`config.mk`:
```
export PLATFORM = sky130hd
export DESIGN_NAME = xdisp_ctrl
export DESIGN_NICKNAME = d
export VERILOG_FILES = /design/src/rtl/xdisp_pkg.sv /design/src/rtl/xdisp_sgnmag.sv /design/src/rtl/xdisp_ctrl.sv
export SDC_FILE = /design/constraint.sdc
export NUM_CORES = 1
export LEC_CHECK = 0
export ABC_AREA = 1
export CORE_MARGIN = 2
export CORE_UTILIZATION = 56
export DETAILED_ROUTE_END_ITERATION = 10
export PLACE_DENSITY = 0.88
export SYNTH_ARGS = -nofsm -noshare
export SYNTH_HDL_FRONTEND = slang
export SYNTH_SLANG_ARGS = --single-unit
```
`constraint.sdc`:
```
create_clock -name clk -period 2.4 [get_ports clk]
set_clock_uncertainty 0.15 [all_clocks]
set_input_delay 0.48 -clock clk [delete_from_list [all_inputs] [get_ports clk]]
set_output_delay 0.48 -clock clk [all_outputs]
set_load 0.01 [all_outputs]
```
`src/rtl/xdisp_pkg.sv`:
```
// Shared constants and state encoding for the 7-segment display front end.
// Message codes, register map and magnitude limit live here.
package xdisp_pkg;

   localparam logic [1:0] MSG_NUM = 2'b00;
   localparam logic [1:0] MSG_OP  = 2'b01;
   localparam logic [1:0] MSG_VAL = 2'b10;
   localparam logic [1:0] MSG_ERR = 2'b11;

   localparam logic [1:0] ADDR_VALUE = 2'd0;
   localparam logic [1:0] ADDR_MSG   = 2'd1;
   localparam logic [1:0] ADDR_DOT   = 2'd2;

   localparam int MAG_MAX = 255;

   typedef enum logic {
      NUM  = 1'b0,
      HOLD = 1'b1
   } state_e;

endpackage

```
`src/rtl/xdisp_sgnmag.sv`:
```
// Signed two's-complement to 8-bit sign/magnitude conversion.
// Works in DATA_W+1 bits so the most-negative input cannot wrap.
module xdisp_sgnmag
   import xdisp_pkg::*;
#(
   parameter int DATA_W = 16
) (
   input  logic [DATA_W-1:0] val,
   output logic [7:0]        mag,
   output logic              neg,
   output logic              ovf
);

   logic [DATA_W:0] ext;
   logic [DATA_W:0] mag_full;

   always_comb begin
      ext      = {val[DATA_W-1], val};
      mag_full = val[DATA_W-1] ? -ext : ext;
      mag      = mag_full[7:0];
      neg      = val[DATA_W-1] & (mag_full != '0);
      ovf      = mag_full > (DATA_W+1)'(MAG_MAX);
   end

endmodule

```
`src/rtl/xdisp_ctrl.sv`:
```
// Bus-write front end for the 7-segment decoder: value conversion,
// timed status messages and the decoder write strobe.
module xdisp_ctrl
   import xdisp_pkg::*;
#(
   parameter int          DATA_W      = 16,
   parameter int unsigned HOLD_CYCLES = 50_000_000
) (
   input  logic              clk,
   input  logic              rst_n,
   input  logic              sel,
   input  logic              we,
   input  logic [1:0]        addr,
   input  logic [DATA_W-1:0] wdata,
   output logic              hold_active,
   output logic              disp_we,
   output logic              disp_sel,
   output logic [7:0]        disp_bin,
   output logic              disp_sgn,
   output logic [1:0]        disp_dot,
   output logic [1:0]        disp_msg
);

   localparam int CNT_W = (HOLD_CYCLES > 1) ? $clog2(HOLD_CYCLES) : 1;
   localparam logic [CNT_W-1:0] CNT_LOAD =
      (HOLD_CYCLES == 0) ? '0 : CNT_W'(HOLD_CYCLES - 1);

   state_e           state_q, state_d;
   logic [CNT_W-1:0] cnt_q, cnt_d;
   logic [1:0]       code_q, code_d;
   logic             val_ok;
   logic             wr;
   logic [7:0]       mag;
   logic             neg;
   logic             ovf;

   assign wr = sel & we;

   xdisp_sgnmag #(
      .DATA_W (DATA_W)
   ) u_sgnmag (
      .val (wdata),
      .mag (mag),
      .neg (neg),
      .ovf (ovf)
   );

   // Timeout first, so an accepted write in the same cycle overrides it
   always_comb begin
      state_d = state_q;
      cnt_d   = cnt_q;
      code_d  = code_q;
      val_ok  = 1'b0;
      if (state_q == HOLD && HOLD_CYCLES != 0) begin
         if (cnt_q == '0) state_d = NUM;
         else             cnt_d   = cnt_q - CNT_W'(1);
      end
      if (wr) begin
         unique case (1'b1)
            addr == ADDR_VALUE: begin
               if (ovf) begin
                  state_d = HOLD;
                  code_d  = MSG_ERR;
                  cnt_d   = CNT_LOAD;
               end else begin
                  val_ok  = 1'b1;
                  state_d = NUM;
               end
            end
            addr == ADDR_MSG: begin
               if (wdata[1:0] == MSG_NUM) begin
                  state_d = NUM;
                  code_d  = MSG_NUM;
               end else begin
                  state_d = HOLD;
                  code_d  = wdata[1:0];
                  cnt_d   = CNT_LOAD;
               end
            end
            default: ;
         endcase
      end
   end

   always_ff @(posedge clk or negedge rst_n) begin
      if (!rst_n) begin
         state_q     <= NUM;
         cnt_q       <= '0;
         code_q      <= MSG_NUM;
         hold_active <= 1'b0;
         disp_we     <= 1'b0;
         disp_sel    <= 1'b0;
         disp_bin    <= '0;
         disp_sgn    <= 1'b0;
         disp_dot    <= '0;
         disp_msg    <= MSG_NUM;
      end else begin
         state_q     <= state_d;
         cnt_q       <= cnt_d;
         code_q      <= code_d;
         disp_we     <= val_ok;
         disp_sel    <= val_ok;
         hold_active <= (state_d == HOLD);
         disp_msg    <= (state_d == HOLD) ? code_d : MSG_NUM;
         if (val_ok) begin
            disp_bin <= mag;
            disp_sgn <= neg;
         end
         if (wr && addr == ADDR_DOT) disp_dot <= wdata[1:0];
      end
   end

endmodule

```
==> flow_metrics.env, run 1 <==
export IMPL_status="completed"
export IMPL_p_leak_nw=1.97
export IMPL_clockBufferDepth=2
export IMPL_cts_tree="yes"
export IMPL_hpwl_um=6050
export IMPL_pwr_share_seq_pct=43.0
export IMPL_core_sq_mm=0.00511
export IMPL_dieHeight_um=76.6
export IMPL_slew_headroom_pct=57.5
export IMPL_final_cell_mix="nand2_1 (119), nor2_1 (55), inv_1 (54)"
export IMPL_finalCriticalPeriod_ns=2.32
export IMPL_rr_endpoint="disp_msg[0]"
export IMPL_layout_commonest_cell="nand2_1"
export IMPL_clkSlewWorstSetupHoldPaths_ns=0.09
export IMPL_cts_htree_levels=2
export IMPL_yosysUniqueCellTypes=34
export IMPL_io_pins=38
export IMPL_avgRoutedWirePerCell_um=14.4
export IMPL_final_setup_worst_slack_ns=0.0845
export IMPL_synth_top_cell_by_area="dfrtp_1"
export IMPL_yosysSeqAreaShare_pct=36.4
export IMPL_die_w_um=76.6
export IMPL_grt_use_total_pct=28.1
export IMPL_yosysWarnings=0
export IMPL_syn_inst=424
export IMPL_grt_pass1_wl_um=13300
export IMPL_ys_ff_latch=43
export IMPL_drt_iter0_drc=311
export IMPL_p_sw_share_pct=31.6
export IMPL_min_period_over_period_pct=96.5
export IMPL_clock_fmax_mhz=432
export IMPL_grt_pass1_vias=2913
export IMPL_comb_power_share_pct=28.8
export IMPL_rsz0062_at_grt="no"
export IMPL_finalWirelength_um=8300
export IMPL_netlist_area_sq_mm=0.00296
export IMPL_powerDensity_mw_per_mm2=502
export IMPL_std_cell_rows=26
export IMPL_synth_top_area_share_pct=36.4
export IMPL_area_growth_pct=33.9
export IMPL_slew_violations=0
export IMPL_cts_sinks=43
export IMPL_start_util_pct=57.9
export IMPL_power_switching_uw=627
export IMPL_critPathMaxFanout=6
export IMPL_insertedDiodeCount=0
export IMPL_r2r_start="cnt_q[13]"
export IMPL_place_congestion=0.968
export IMPL_start_kind="input port"
export IMPL_clk_latency_ns=0.30
export IMPL_arrival_ns=2.40
export IMPL_cp_end_kind="flop"
export IMPL_rrSetupSlack_ns=0.23
export IMPL_drc=0
export IMPL_utilization_pct=77.5
export IMPL_syn_avg_cell_area_sq_um=6.97
export IMPL_syn_num_nets=449
export IMPL_dp_slack_ns=-0.365
export IMPL_setup_viol=0
export IMPL_viasPerCell=5.38
export IMPL_r2r_cells=11
export IMPL_drive_above_1_share_pct=21.5
export IMPL_finalHoldViolations=0
export IMPL_antenna_found_initial=0
export IMPL_min_path_type="in -> async"
export IMPL_tightest_slew_ns=0.638
export IMPL_ant_nets=0
export IMPL_cts_buffers=5
export IMPL_maxCapViolCount=0
export IMPL_required_ns=2.48
export IMPL_port_buffers=37
export IMPL_grt_ovfl_total=0
export IMPL_clkPwrFrac_pct=28.2
export IMPL_die_area_sq_mm=0.00587
export IMPL_critPathKind="in -> reg"
export IMPL_drtPass1Iterations=5
export IMPL_fin_nets=532
export IMPL_clock_root_buffer="clkbuf_8"
export IMPL_ys_top_cells_by_area="dfrtp_1 (36%), nand2_1 (15%), nor2_1 (7.7%), inv_1 (6.9%), nand3_1 (6.1%)"
export IMPL_grt_max_degree=30
export IMPL_vias=3111
export IMPL_intPower_mw=1.36
export IMPL_vdd_drop_max_mv=0.342
==> cell families (layout without fill, tap and decap cells) <==
group	after synthesis	after routing	share of synthesized area (%)
and+or+nand+nor	269	269	42.4
buffers and inverters	67	151	9.78
xor gates and xnor gates	13	13	3.85
DFF	43	43	36.4
AOI/OAI and AO/OA	29	29	6.31
adders and majority gates	3	3	1.27
==> state kept, by name, summed over array words and instances (netlist names) <==
| register | cells |
|---|---|
| cnt_q | 26 |
| disp_dot | 2 |
| disp_msg | 2 |
| disp_bin | 8 |
| disp_sgn | 1 |
| code_q | 2 |
| state_q | 1 |
| disp_sel | 1 |
==> stage by stage <==
stage	hold slack, ns	power (mW)	instances	instance area (sq um)	TNS, ns
5_1_grt	0.0935	2.09	578	3960	0
4_1_cts	0.0611	1.98	576	3880	0
3_3_place_gp	0.316	1.39	563	3680	-7.30
3_5_place_dp	0.320	1.41	563	3680	-12.06
2_1_floorplan	0.0344	1.17	424	2960	0
6_report	0.0476	1.99	578	3960	0
==> synthesized netlist by cell type <==
library cell / instances
o31ai_1: 1
o22ai_1: 2
xnor2_1: 4
nand4_2: 1
nor2_8: 1
nand3b_1: 4
buf_4: 2
or2_2: 1
nand3_1: 36
o21ai_0: 11
inv_1: 54
dfrtp_1: 43
nor2_1: 61
nor4_1: 3
a21oi_2: 2
nand3_4: 1
a31oi_1: 1
o21ai_2: 4
buf_2: 3
o211ai_1: 5
buf_8: 1
nand2_2: 6
nor2_2: 8
ha_1: 3
a21oi_1: 3
nor3_1: 9
nand3_2: 6
xor2_1: 9
buf_6: 2
nand2_4: 2
inv_2: 5
nor2_4: 3
nand2_1: 122
nand4_1: 5
==> layout make-up <==
cell class,instances,area (sq um)
clock buffers,5,68.8
clock inverters,3,43.8
well taps,70,87.6
repair buffers,84,805
flip-flops and latches,43,1080
multi-input cells,314,1660
inverters,59,221
fillers,364,1150
==> metal layers <==
metal / track usage (%) / part of all wire [%] / vias to the layer above
met1: 37.9 / 43 / 1440
met2: 46.7 / 48 / 146
met5: 0 / 0 / -
li1: - / - / 1505
met4: 10.0 / 2.4 / 0
met3: 3.55 / 7.0 / 20
==> worst max-delay path by stage <==
| stage | from | to | slack [ns] | cells after the start |
|---|---|---|---|---|
| 2_1_floorplan | wdata[0] | cnt_q[21] | 0.25 | 14 |
| 3_3_place_gp | wdata[1] | disp_bin[3] | -0.22 | 15 |
| 3_5_place_dp | wdata[1] | disp_msg[0] | -0.37 | 14 |
| 4_1_cts | wdata[0] | disp_bin[6] | 0.008 | 16 |
| 5_1_grt | wdata[8] | cnt_q[2] | 0.002 | 14 |
| 6_report | wdata[8] | disp_bin[6] | 0.08 | 15 |
==> power groups by stage <==
stage	clock network [mW]	logic, mW	registers (mW)
6_report	0.560	0.571	0.855
5_1_grt	0.593	0.631	0.867
4_1_cts	0.567	0.555	0.855
3_5_place_dp	0	0.539	0.868
3_3_place_gp	0	0.519	0.867
2_1_floorplan	0	0.308	0.866
==> critical path, cell delays in order <==
cell and delay (ns):
clkdlybuf4s50_1 0.48, nor2_2 0.16, nand2_1 0.08, nor2_2 0.10, nand2_1 0.09, nand2_1 0.08
nand2_1 0.06, nand2_2 0.08, nand2_4 0.07, nor2_8 0.11, nand3_4 0.10, buf_6 0.14
nor2_4 0.18, nand2_1 0.09, nand2_1 0.09
==> what timing repair did <==
item                       CTS  global route
buffers inserted             4             2
setup endpoints to repair   25            37
hold buffers                 0             0
cloned                       1             0
pin swaps                    8            11
gates resized for setup      6            21
Power figures use the tool's default switching activity.
==> run 2: changes to the inputs <==
--- a/config.mk
+++ b/config.mk
@@ -12,4 +12,5 @@
 export PLACE_DENSITY = 0.88
 export SYNTH_ARGS = -nofsm -noshare
 export SYNTH_HDL_FRONTEND = slang
+export SYNTH_HIERARCHICAL = 1
 export SYNTH_SLANG_ARGS = --single-unit
==> run 2 against run 1 <==
Net effect: the flow now finishes with violations (negative setup slack); routed wire length increased by 9.1%; combinational power down 6.0%; worst setup slack got worse by 0.10 ns; core utilization is 0.38 points higher; register-to-register slack got worse by 0.02 ns; cell area is 0.79% lower; global-route usage grew 3.1 points; synthesized cell count increased by 0.24%.
==> flow_metrics.env, run 2 <==
export IMPL_status="finished, violations left"
export IMPL_violations="negative setup slack"
export IMPL_holdWs_ns=0.0927
export IMPL_die_w_um=75.8
export IMPL_top_regs="cnt_q x26, disp_bin x8"
export IMPL_met3_usage_pct=5.03
export IMPL_insertedDiodeCount=0
export IMPL_std_cell_rows=26
export IMPL_required_ns=2.48
export IMPL_fin_cells=584
export IMPL_cts_buffers=5
export IMPL_cts_sinks=43
export IMPL_p_leak_nw=1.95
export IMPL_avgRoutedWirePerCell_um=15.5
export IMPL_cp_cell_sequence="dlygate4sd2_1, nor2_1, nand2_1, nor2_2, nand2_1, nand3b_1, nand2_1, inv_1, nand2_1, nor2_1, nand3_2, inv_1, nand2_2, nand2_2, a21oi_4, inv_2, buf_12, o21ai_2, a21oi_2"
export IMPL_fin_nets=539
export IMPL_cts_tree="yes"
export IMPL_setup_viol=5
export IMPL_final_cell_mix="nand2_1 (122), nor2_1 (53), inv_1 (51)"
export IMPL_die_area_sq_mm=0.00575
export IMPL_ys_ff_latch=43
export IMPL_min_period_over_period_pct=101
export IMPL_syn_num_nets=450
export IMPL_regMostFlops="cnt_q"
export IMPL_gr_usage_met2_pct=51.0
export IMPL_largest_reg_flops=26
export IMPL_drive_above_1_share_pct=23.0
export IMPL_drc=0
export IMPL_clkSlewWorstSetupHoldPaths_ns=0.09
export IMPL_hpwl_um=5660
export IMPL_grt_pass1_vias=3038
export IMPL_busiest_layer="met2"
export IMPL_grt_use_total_pct=31.2
export IMPL_ys_top_cells_by_area="dfrtp_1 (37%), nand2_1 (16%), inv_1 (7.5%), nor2_1 (7.5%), nand3_1 (6.9%)"
export IMPL_port_buffers=37
export IMPL_slew_violations=0
export IMPL_async_reset_ff_share_pct=100
export IMPL_synth_ff_type="dfrtp_1"
export IMPL_syn_inst=425
export IMPL_syn_avg_cell_area_sq_um=6.80
export IMPL_antenna_found_initial=0
export IMPL_start_kind="input port"
export IMPL_final_setup_worst_slack_ns=-0.0194
export IMPL_ys_top_cells_by_count="nand2_1 (125), inv_1 (58), nor2_1 (58)"
export IMPL_core_sq_mm=0.00504
export IMPL_slowest_stage="dlygate4sd2_1"
export IMPL_power_mw=1.98
export IMPL_drtPass1Iterations=6
export IMPL_slew_headroom_pct=62.9
export IMPL_area_growth_pct=35.9
export IMPL_synth_top_cell_by_area="dfrtp_1"
export IMPL_yosysWarnings=6
export IMPL_fin_tns_setup_ns=-0.0500
export IMPL_yosysSeqAreaShare_pct=37.2
export IMPL_io_pins=38
export IMPL_path_buf_inv=5
export IMPL_yosysUniqueCellTypes=39
export IMPL_vdd_drop_max_mv=0.336
export IMPL_utilization_pct=77.9
export IMPL_dieHeight_um=75.8
export IMPL_cp_end_kind="flop"
export IMPL_clock_root_buffer="clkbuf_8"
export IMPL_critPathMaxFanout=8
export IMPL_cts_htree_levels=2
export IMPL_viasPerCell=5.76
export IMPL_cp_common_cell="nand2_1"
export IMPL_layout_commonest_cell="nand2_1"
export IMPL_synth_top_area_share_pct=37.2
export IMPL_drt_iter0_drc=452
export IMPL_arrival_ns=2.50
export IMPL_finalCriticalPeriod_ns=2.42
export IMPL_clockBufferDepth=2
export IMPL_use_met1_pct=40.0
export IMPL_critPathKind="in -> reg"
export IMPL_grt_pass1_wl_um=13700
export IMPL_synth_edf_count=0
export IMPL_ant_nets=0
export IMPL_clk_latency_ns=0.30
export IMPL_slowest_delay_ns=0.27
export IMPL_tightest_slew_ns=0.557
export IMPL_vias=3361
export IMPL_cp_top_family="simple AND/OR/NAND/NOR gates"
export IMPL_placedCellCount=567
export IMPL_grt_ovfl_total=0
export IMPL_synth_most_common_cell="nand2_1"
export IMPL_finalHoldViolations=0
export IMPL_start_util_pct=57.3
export IMPL_place_congestion=0.914
export IMPL_maxCapViolCount=0
export IMPL_powerDensity_mw_per_mm2=504
export IMPL_finalWirelength_um=9050
export IMPL_clock_fmax_mhz=413
export IMPL_grt_max_degree=44
export IMPL_min_path_type="in -> async"
export IMPL_netlist_area_sq_mm=0.00289
## run 2: logic make-up (layout without fill, tap and decap cells)
| group | after synthesis | after routing | synth area share, % |
|---|---|---|---|
| and+or+nand+nor | 267 | 268 | 42.1 |
| buffers and inverters | 69 | 157 | 10.4 |
| DFF | 43 | 43 | 37.2 |
| AOI/OAI and AO/OA | 39 | 39 | 7.71 |
| xor gates and xnor gates | 4 | 4 | 1.21 |
| adders and majority gates | 3 | 3 | 1.30 |
## run 2: report_power, final
group / switching [mW] / internal (mW)
Sequential: 0.0766 / 0.799
Combinational: 0.302 / 0.235
Clock: 0.262 / 0.304
## run 2: layer usage
| layer | vias up | share of wire (%) |
|---|---|---|
| met4 | 0 | 6.9 |
| li1 | 1518 | - |
| met2 | 219 | 48 |
| met3 | 80 | 7.9 |
| met5 | - | 0 |
| met1 | 1544 | 38 |
## run 2: stage by stage
step                instance area [sq um]  worst slack [ns]
CTS                                  3810          0.000660
global route                         3930            -0.130
finish                               3930           -0.0194
floorplan                            2890            0.0603
detailed placement                   3620            -0.572
global placement                     3620            -0.428
## run 2: worst paths after layout
kind / start / end / slack (ns) / cells after the start
worst max-delay path: wdata[5] / cnt_q[10] / -0.02 / 19
min in group clk: disp_bin[4] / disp_bin[4] / 0.34 / 2
worst min-delay path: rst_n / disp_bin[1] / 0.09 / 2
worst min register to register: disp_bin[4] / disp_bin[4] / 0.34 / 2
max in group asynchronous: rst_n / cnt_q[11] / 1.62 / 2
worst max register to register: cnt_q[0] / cnt_q[19] / 0.21 / 11
## run 2: repair_timing
action / CTS / global route
gates resized for setup: 30 / 25
setup endpoints to repair: 38 / 38
gates cloned: 2 / 1
pin swaps: 14 / 14
hold buffers: 0 / 0
buffers inserted: 3 / 4
## run 2: final cells by class
class / instances / area (sq um)
Timing Repair Buffer: 89 / 815
Inverter: 61 / 230
Sequential cell: 43 / 1080
Fill cell: 327 / 1120
Clock inverter: 2 / 37.5
Multi-Input combinational cell: 314 / 1610
Clock buffer: 5 / 68.8
Tap cell: 70 / 87.6
==> run 3: changes to the inputs <==
--- a/config.mk
+++ b/config.mk
@@ -7,9 +7,10 @@
 export LEC_CHECK = 0
 export ABC_AREA = 1
 export CORE_MARGIN = 2
-export CORE_UTILIZATION = 56
+export CORE_UTILIZATION = 64
 export DETAILED_ROUTE_END_ITERATION = 10
-export PLACE_DENSITY = 0.88
+export DONT_BUFFER_PORTS = 1
+export PLACE_DENSITY = 0.87
 export SYNTH_ARGS = -nofsm -noshare
 export SYNTH_HDL_FRONTEND = slang
 export SYNTH_HIERARCHICAL = 1
==> run 3 against run 2 <==
Net effect: the flow now finishes without violations; sequential share of layout area rose by 7.4 points; first-iteration DRC count fell by 52%; maximum frequency is 12% higher; non-clock buffer count shrank 80; critical path type unchanged; largest power group unchanged.
==> flow_metrics.env, run 3 (synthesis gave the netlist of run 2 again) <==
export IMPL_insertedDiodeCount=0
export IMPL_powerDensity_mw_per_mm2=580
export IMPL_drc=0
export IMPL_cp_cell_sequence="inv_1, ha_1, inv_1, nor2_2, nand3_2, nand2_4, nand3_1, nand2_1, nand2_1, nor2_2, nand3_1, inv_1, nand2_1, nand2_1, a21oi_2, buf_4, a211oi_1"
export IMPL_cts_sinks=43
export IMPL_min_period_over_period_pct=89.8
export IMPL_regMostFlops="cnt_q"
export IMPL_r2r_start="cnt_q[15]"
export IMPL_finalWirelength_um=6530
export IMPL_drtPass1Iterations=5
export IMPL_hold_depth=1
export IMPL_maxCapViolCount=0
export IMPL_p_leak_nw=1.53
export IMPL_area_growth_pct=7.15
export IMPL_place_congestion=0.904
export IMPL_rr_endpoint="cnt_q[19]"
export IMPL_largest_reg_flops=26
export IMPL_cp_top_family="simple AND/OR/NAND/NOR gates"
export IMPL_grt_ovfl_total=0
export IMPL_cp_common_cell="nand2_1"
export IMPL_drive_above_1_share_pct=10.8
export IMPL_slew_violations=0
export IMPL_std_cell_rows=24
export IMPL_finalCriticalPeriod_ns=2.16
export IMPL_vdd_drop_max_mv=0.423
export IMPL_die_area_sq_mm=0.00507
export IMPL_min_path_type="in -> reg"
export IMPL_fin_nets=458
export IMPL_holdWs_ns=0.194
export IMPL_power_mw=1.79
export IMPL_status="completed"
export IMPL_grt_use_total_pct=28.2
export IMPL_port_buffers=0
export IMPL_ant_nets=0
export IMPL_viasPerCell=5.53
export IMPL_min_from="addr[0]"
export IMPL_grt_max_degree=44
export IMPL_layout_commonest_cell="nand2_1"
export IMPL_min_to="code_q[1]"
export IMPL_clock_root_buffer="clkbuf_8"
export IMPL_final_cell_mix="nand2_1 (125), inv_1 (58), nor2_1 (58)"
export IMPL_fillers=351
export IMPL_cts_htree_levels=2
export IMPL_tightest_slew_ns=0.383
export IMPL_slowest_delay_ns=0.27
export IMPL_grt_pass1_vias=2540
export IMPL_top_regs="cnt_q x26, disp_bin x8"
export IMPL_cts_tree="yes"
export IMPL_slowest_stage="a211oi_1"
export IMPL_critPathKind="in -> reg"
export IMPL_drt_iter0_drc=217
export IMPL_arrival_ns=2.20
export IMPL_avgRoutedWirePerCell_um=13.4
export IMPL_setup_viol=0
export IMPL_rsz0062_at_grt="no"
export IMPL_r2r_cells=10
export IMPL_required_ns=2.44
export IMPL_clock_fmax_mhz=464
export IMPL_die_w_um=71.2
export IMPL_finalHoldViolations=0
export IMPL_antenna_found_initial=0
export IMPL_clkSlewWorstSetupHoldPaths_ns=0.08
export IMPL_cts_resized=0
export IMPL_cts_buffers=5
export IMPL_clk_latency_ns=0.30
export IMPL_path_buf_inv=4
export IMPL_slew_headroom_pct=74.2
export IMPL_grt_pass1_wl_um=11400
export IMPL_dieHeight_um=71.2
export IMPL_io_pins=38
export IMPL_critPathMaxFanout=11
export IMPL_cp_end_kind="flop"
export IMPL_hpwl_um=4810
export IMPL_rrSetupSlack_ns=0.35
export IMPL_start_kind="input port"
export IMPL_clockBufferDepth=2
export IMPL_core_sq_mm=0.00435
export IMPL_vias=2690
export IMPL_start_util_pct=66.4
run 3: stage by stage:
step	TNS [ns]	cell area [sq um]	cells	utilization [%]	setup slack, ns
2_1_floorplan	0	2890	425	-	0.0603
3_3_place_gp	0	2950	476	67.7	0.0267
3_5_place_dp	-0.511	2950	476	67.7	-0.0523
4_1_cts	0	3100	486	71.1	0.268
5_1_grt	0	3100	486	71.1	0.00752
6_report	0	3100	486	71.1	0.244
run 3: how the worst max path moves through the flow:
stage,startpoint,end,slack [ns],cells after the start
after floorplan,wdata[0],cnt_q[12],0.06,18
after global placement,wdata[0],disp_bin[1],0.03,17
after detailed placement,wdata[0],disp_msg[1],-0.05,21
after CTS,wdata[0],disp_sgn,0.27,17
after global routing,wdata[1],disp_sgn,0.008,17
final,wdata[0],cnt_q[24],0.24,17
run 3: final cells by class:
type	instances	area, sq um	share of cell area [%]
Multi-Input combinational cell	313	1510	48.9
Timing Repair Buffer	9	95.1	3.07
Sequential cell	43	1080	34.8
Inverter	61	229	7.40
Tap cell	52	65.1	2.10
Clock inverter	2	35.0	1.13
Clock buffer	6	82.6	2.67
run 3: what timing repair did:
item                                    CTS  global route
hold buffers                              2             0
endpoints found under the hold margin    43             0
endpoints found under the setup margin    0             0
buffers inserted                          0             0
run 3: power by group:
group	leakage (nW)	internal, mW	switching, mW
Combinational	0.970	0.123	0.207
Sequential	0.502	0.800	0.0852
Clock	0.0612	0.336	0.242
Total	1.53	1.26	0.534
run 3: metal layers:
metal / track usage, % / wire length, um / vias up
met5: 0 / 0 / -
met4: 8.60 / 76 / 0
met3: 5.98 / 388 / 9
met2: 42.8 / 2880 / 91
met1: 40.7 / 3180 / 1229
li1: - / - / 1361
